### config.mk
export PLATFORM = sky130hd
export DESIGN_NAME = tlb_refill
export DESIGN_NICKNAME = d
export VERILOG_FILES = /design/src/rtl/tlb_refill.sv
export SDC_FILE = /design/constraint.sdc
export NUM_CORES = 1
export LEC_CHECK = 0
export BUFFER_PORTS_ARGS = -buffer_cell sky130_fd_sc_hd__buf_2
export CAP_MARGIN = 20
export CORE_MARGIN = 2
export CORE_UTILIZATION = 41
export CTS_CLUSTER_DIAMETER = 50
export DETAILED_ROUTE_END_ITERATION = 6
export HOLD_SLACK_MARGIN = 0.12
export MAX_ROUTING_LAYER = met4
export PLACE_DENSITY = 0.68
export SYNTH_ARGS = -nofsm -noshare
export SYNTH_HDL_FRONTEND = slang
export SYNTH_SLANG_ARGS = --single-unit
export TNS_END_PERCENT = 20
### constraint.sdc
create_clock -name clk -period 3.1 [get_ports clk]
set_input_delay 0.31 -clock clk [delete_from_list [all_inputs] [get_ports clk]]
set_output_delay 0.31 -clock clk [all_outputs]
set_load 0.03 [all_outputs]
### src/rtl/tlb_refill.sv
// tlb_refill: refill / invalidate engine and sole writer of the TLB CAM.
// A lookup miss walks a single-level page table over a valid/ready memory
// port and installs the VPN->PFN pair into a round-robin victim entry. A flush
// request sweeps every entry invalid, one entry per cycle in ascending order.
//
// Handshakes: a transfer happens on a cycle where valid and ready are both high
// at the rising edge. A valid, once raised, stays high with stable payload
// until it is accepted. miss_ready and the response side (always ready in WAIT)
// belong to this block; mem_req_ready belongs to the memory.
module tlb_refill #(
  parameter int ENTRIES = 64,
  parameter int VPN_W   = 34,
  parameter int PFN_W   = 26,
  parameter int IDX_W   = 6
) (
  input  logic             clk,
  input  logic             rst,
  input  logic             miss_valid,
  input  logic [VPN_W-1:0] miss_vpn,
  output logic             miss_ready,
  input  logic [63:0]      ptbr,
  input  logic             flush,
  output logic             mem_req_valid,
  output logic [63:0]      mem_req_addr,
  input  logic             mem_req_ready,
  input  logic             mem_resp_valid,
  input  logic [63:0]      mem_resp_data,
  input  logic             mem_resp_err,
  output logic             tlb_we,
  output logic [IDX_W-1:0] tlb_widx,
  output logic [VPN_W-1:0] tlb_wvpn,
  output logic [PFN_W-1:0] tlb_wpfn,
  output logic             tlb_wvalid,
  output logic             done_valid,
  output logic             done_fault,
  output logic             flush_busy,
  output logic [2:0]       dbg_state
);

  typedef enum logic [2:0] {
    S_IDLE  = 3'd0,
    S_REQ   = 3'd1,
    S_WAIT  = 3'd2,
    S_WRITE = 3'd3,
    S_FLUSH = 3'd4
  } state_t;

  state_t           state;
  logic [IDX_W-1:0] rr_ptr;
  logic [IDX_W-1:0] sweep_cnt;
  logic             flush_pend;
  logic [VPN_W-1:0] vpn_q;
  logic [63:0]      addr_q;
  logic [PFN_W-1:0] pfn_q;
  logic             fault_q;
  logic             wr_ok;

  // PTE bits outside V and PFN carry nothing this engine uses.
  logic unused_resp_bits;
  assign unused_resp_bits = ^{mem_resp_data[63:10+PFN_W], mem_resp_data[9:1]};

  // Walk / sweep sequencer; all datapath registers live here with the state.
  always_ff @(posedge clk) begin
    if (rst) begin
      state      <= S_IDLE;
      rr_ptr     <= '0;
      sweep_cnt  <= '0;
      flush_pend <= 1'b0;
      vpn_q      <= '0;
      addr_q     <= '0;
      pfn_q      <= '0;
      fault_q    <= 1'b0;
    end else begin
      case (state)
        S_IDLE: begin
          // A flush (live or remembered) always beats a concurrent miss.
          if (flush || flush_pend) begin
            sweep_cnt <= '0;
            state     <= S_FLUSH;
          end else if (miss_valid) begin
            vpn_q  <= miss_vpn;
            addr_q <= ptbr + 64'({miss_vpn, 3'b000});
            state  <= S_REQ;
          end
        end
        S_REQ: begin
          if (flush) flush_pend <= 1'b1;
          if (mem_req_ready) state <= S_WAIT;
        end
        S_WAIT: begin
          if (flush) flush_pend <= 1'b1;
          if (mem_resp_valid) begin
            pfn_q   <= mem_resp_data[10 +: PFN_W];
            fault_q <= mem_resp_err | ~mem_resp_data[0];
            state   <= S_WRITE;
          end
        end
        S_WRITE: begin
          if (flush) flush_pend <= 1'b1;
          // Victim pointer only advances when an entry was really installed.
          if (!fault_q) rr_ptr <= rr_ptr + 1'b1;
          state <= S_IDLE;
        end
        S_FLUSH: begin
          // Flush requests here are deliberately ignored: no restart.
          sweep_cnt <= sweep_cnt + 1'b1;
          if (sweep_cnt == IDX_W'(ENTRIES - 1)) begin
            rr_ptr     <= '0;
            flush_pend <= 1'b0;
            state      <= S_IDLE;
          end
        end
        default: state <= S_IDLE;
      endcase
    end
  end

  // Output decodes of registered state; only miss_ready looks at live inputs.
  always_comb begin
    wr_ok         = (state == S_WRITE) && !fault_q;
    miss_ready    = (state == S_IDLE) && !flush_pend && !flush && !rst;
    mem_req_valid = (state == S_REQ);
    mem_req_addr  = (state == S_REQ) ? addr_q : '0;
    tlb_we        = wr_ok || (state == S_FLUSH);
    tlb_widx      = (state == S_FLUSH) ? sweep_cnt : (wr_ok ? rr_ptr : '0);
    tlb_wvpn      = wr_ok ? vpn_q : '0;
    tlb_wpfn      = wr_ok ? pfn_q : '0;
    tlb_wvalid    = wr_ok;
    done_valid    = (state == S_WRITE);
    done_fault    = (state == S_WRITE) && fault_q;
    flush_busy    = (state == S_FLUSH);
    dbg_state     = state;
  end

endmodule

## Word-level counts from Yosys, hierarchy flattened

Index checks and enable logic that the tools add are counted.

- Flip-flop bits (word level): 141
- Bits in latches: 0
- Bits in writable memories: 0
- ROM bits: 0
- Input bits: 169
- Output and inout port bits: 140
- Word-level logic and storage cells: 67
- Memories kept: 0

- $add $sub $neg: 3
- Multipliers: 0
- Divide/modulo/power cells: 0
- Magnitude comparators: 0
- Eq/ne operators: 12
- Shift-type cells: 0
- Muxes and demuxes: 19
- Bitwise logic cells: 3
- Reduce and logical (&&, ||, !) cells: 22

Operator list:

| operator | count |
|---|---|
| $add A64 B37 Y64 | 1 |
| $mux W64 | 1 |
| $mux W34 | 1 |
| $mux W6 | 5 |
| $mux W26 | 1 |
| $pmux W6 S2 | 2 |
| $mux W3 | 5 |
| $add A6 B1 Y6 const B | 2 |
| $pmux W3 S4 | 1 |
| $reduce_and A3 Y1 | 3 |
| $eq A3 B2 Y1 const B | 2 |
| $eq A6 B6 Y1 const B | 1 |
| $ne A2 B1 Y1 const B | 3 |
| $ne A2 B2 Y1 const B | 3 |
| $reduce_bool A2 Y1 | 3 |
| $logic_and A1 B1 Y1 | 5 |
| $logic_not A1 Y1 | 4 |
| $reduce_and A2 Y1 | 2 |
| $reduce_and A4 Y1 | 1 |
| $eq A3 B1 Y1 const B | 1 |
| $eq A3 B3 Y1 const B | 1 |
| $logic_not A3 Y1 | 1 |
| $ne A3 B3 Y1 const B | 1 |
| $reduce_or A3 Y1 | 1 |
| other kinds (5) | 8 |

## Depth between registers and ports, before layout

- Depth in word-level cells: 4
- Mapped depth: 11
- Gate-level depth less buffers: 10

## Worst setup path after synthesis

OpenSTA, ideal clock, no wires.

- Path kind: input -> register
- From: in miss_vpn[0]
- To: reg addr_q[49]
- Library setup time: 0.091 ns
- Data arrival time: 2.664 ns
- Data required time: 3.009 ns
- Slack: 0.345 ns
- Stages on the path: 11
- Buffers on the path: 1
- Cell sequence: ha_1 fa_1 a21o_1 a311oi_1 nor2b_1 a211o_2 o211ai_4 and2_1 buf_2 o31ai_1 a311oi_1

- Word-level cells in the longest chain between the ends: 1

RTL lines:

| element | line | RTL |
|---|---|---|
| start: declaration | 19 | `input logic [VPN_W-1:0] miss_vpn,` |
| $add A64 B37 Y64 | 82 | `addr_q <= ptbr + 64'({miss_vpn, 3'b000});` |
| end signal: assignment | 82 |  |
| end: declaration | 53 | `logic [63:0] addr_q;` |

No other way between the ends.
A chain may end at the register's enable or synchronous reset.

## Worst setup path after layout

Ends and elaborated chain as after synthesis.

==> results.json <==
{
  "die_height_um": 149,
  "power_density_mw_per_mm2": 476,
  "ios": 309,
  "cpMostUsedCell": "a311oi_1",
  "grt_max_degree": 71,
  "finalHoldViolations": 0,
  "clk_pin_slew_worst_paths_ns": 0.07,
  "drc_errors": 0,
  "firstDrtPassIters": 5,
  "hp-class": "in2reg",
  "critical_path_class": "in2reg",
  "rows": 53,
  "io_buffers": 271,
  "die_x_um": 149,
  "cts_buffers": 17,
  "antenna_found_initial": 0,
  "hold_ws_ns": 0.123,
  "met1_usage": 0.307,
  "seqCellArea_mm2": 0.00282,
  "leakage_nw": 4.94,
  "die_area_mm2": 0.0222,
  "post-place-ws_ns": -0.0526,
  "arrival_ns": 3.08,
  "n_fill_cell": 2037,
  "cp.required_ns": 3.43,
  "period_minus_slack_ns": 2.76,
  "final_nets": 1628,
  "syn-mean-instance-area_um2": 7.58,
  "gp_congestion": 0.900,
  "finalPower_w": 0.00535,
  "final_common_cell": "buf_2",
  "ys_top_cells_by_area": "dfxtp_1 33%, nand2_1 9.4%, and2_1 9.2%",
  "setup_violations": 0,
  "vias_per_cell": 5.20,
  "status": "finished, final reports clean",
  "critPathMaxFanout": 8,
  "grt_pass1_vias": 8096,
  "crit_slowest_cell": "fa_1",
  "critPathLaunchType": "input pin",
  "fin_tns_setup_ns": 0,
  "crit_chain": "buf_2 > ha_1 > fa_1 > a21o_1 > a311oi_1 > nor2b_1 > a211o_2 > o211ai_4 > and2_1 > o31ai_1 > a311oi_1",
  "yosys_warnings": 0,
  "maxSlewHeadroom": 0.503,
  "clock-root-buffer": "clkbuf_16",
  "synth_edf_count": 0,
  "synth_top_flop_cell": "dfxtp_1",
  "ant_nets": 0,
  "use_met2": 0.367,
  "grt_usage": 0.235,
  "cts_setup_buffers": 0,
  "routed-via-count": 8899,
  "cts_hold_buffers": 21,
  "busiest_layer": "met2",
  "synth-seq-cells": 141,
  "synth_top_area_frac": 0.327,
  "syn-instance-count": 1139,
  "critical_path_buf_inv_count": 1,
  "vdd_drop_max_mv": 0.341,
  "core_mm2": 0.0208,
  "initial_core_util": 0.415,
  "synth.distinct_cells": 72,
  "worstMarginPinSlew_ns": 0.745,
  "multi_input_area_mm2": 0.00540,
  "grt_pass1_wl_mm": 40.9,
  "post-route-period-util": 0.889,
  "finalMaxSlewViolations": 0,
  "synth_top_area_cell": "dfxtp_1",
  "yosysSeqAreaShare": 0.327,
  "worstSetupEndpointType": "flip-flop",
  "rsz0062_at_grt": "false",
  "htree_levels": 4,
  "met3_usage": 0.0339,
  "area.growth.synth_to_final_pct": 30.4,
  "grt_overflow": 0,
  "cts_tree": "done",
  "drt_iter0_drc": 504,
  "cts_resized": 0,
  "n_antenna_cell": 0,
  "synth_nets": 1345,
  "wl_per_cell_um": 15.2,
  "slowest_delay_ns": 0.39,
  "drt-total-wl_mm": 26.0,
  "finalWorstSetupSlack_ns": 0.344,
  "layout-drive-gt1-share": 0.266,
  "timing.fmax_ghz": 0.363,
  "finClkSkew_ns": 0.0145,
  "synth.cell_area_mm2": 0.00863,
  "path_delay_family": "compound AO/OA/AOI/OAI gates",
  "dp_hpwl_mm": 19.1,
  "clock-sinks": 141,
  "async_flop_share": 0,
  "insertion_delay_ns": 0.43,
  "cap_violations": 0,
  "layout_common_cells": "270 x buf_2, 216 x nand2_1, 141 x dfxtp_1, 138 x a21oi_1, 127 x and2_1",
  "clockBufferDepth": 2
}
==> path summary, 6_finish.rpt <==
check	slack [ns]	to	depth (start not counted)	startpoint
worst min register to register	0.44	addr_q[7]	2	addr_q[7]
worst max-delay path	0.34	addr_q[49]	11	miss_vpn[0]
worst min-delay path	0.12	vpn_q[27]	3	miss_vpn[27]
worst max register to register	0.77	rr_ptr[5]	8	dbg_state[1]
==> worst reg2reg max path: cells and delay by family (launching register included) <==
family	cells	cell delay [ns]
buffers and inverters	1	0.40
and+or+nand+nor	5	1.11
xor gates and xnor gates	1	0.15
DFF	1	0.39
AOI/OAI and AO/OA	1	0.18
==> registers in the layout (all words and copies together), names as in the netlist <==
| signal | cells |
|---|---|
| dbg_state | 3 |
| pfn_q | 26 |
| addr_q | 64 |
| sweep_cnt | 6 |
| rr_ptr | 6 |
| fault_q | 1 |
| flush_pend | 1 |
| vpn_q | 34 |
==> through the flow <==
| stage | cells | utilization | area [µm²] |
|---|---|---|---|
| floorplan | 1139 | - | 8630 |
| detailed placement | 1657 | 0.501 | 10400 |
| global route | 1710 | 0.541 | 11300 |
| CTS | 1710 | 0.541 | 11300 |
| global placement | 1657 | 0.501 | 10400 |
| finish | 1710 | 0.541 | 11300 |
==> synth_stat cells, types with 4 or more instances <==
cell	number
xor2_1	10
nand3b_1	9
nor4_1	6
clkbuf_1	50
o31ai_1	6
or3_1	4
nor2b_1	8
o21bai_1	4
a211oi_2	6
and4_1	4
a22o_1	6
nor2_1	67
nand4_1	15
nor3_1	11
nand3_1	23
buf_1	7
dfxtp_1	141
a31oi_1	10
and2_1	127
xnor2_1	37
nand2_1	216
buf_4	10
buf_2	8
a21o_1	11
nand2b_1	6
ha_1	36
and3_1	10
a211oi_1	32
o21ai_0	31
buf_6	4
or4_1	5
a21oi_1	138
o211ai_1	4
inv_1	17
a311oi_1	7
==> metal layers <==
metal  wire length (µm)  vias to the layer above
met1              12000                     4052
met4                798                        0
li1                   -                     4514
met5                  0                        -
met3               1220                       51
met2              12000                      282
==> logic make-up (layout without fill, tap and decap cells) <==
family | Yosys count | in the layout | share of synthesized area
simple gates | 525 | 525 | 0.300
compound gates | 291 | 291 | 0.218
flops | 141 | 141 | 0.327
buf+inv | 96 | 392 | 0.0507
xor+xnor | 47 | 47 | 0.0477
fa+ha+maj | 37 | 37 | 0.0545
mux | 2 | 2 | 0.00232
==> where the power goes <==
group          internal, W  switching (W)
combinational     0.000474       0.000709
sequential         0.00193      0.0000644
clock              0.00130       0.000868
total              0.00371        0.00164
==> area by class of cell <==
class                           instances  area share
Clock buffer                           18      0.0390
Clock inverter                         14      0.0162
Inverter                               17     0.00567
Multi-Input combinational cell        902       0.480
Sequential cell                       141       0.251
Tap cell                              275      0.0306
Timing Repair Buffer                  343       0.178
No activity file was read; power rests on OpenSTA's default activity.
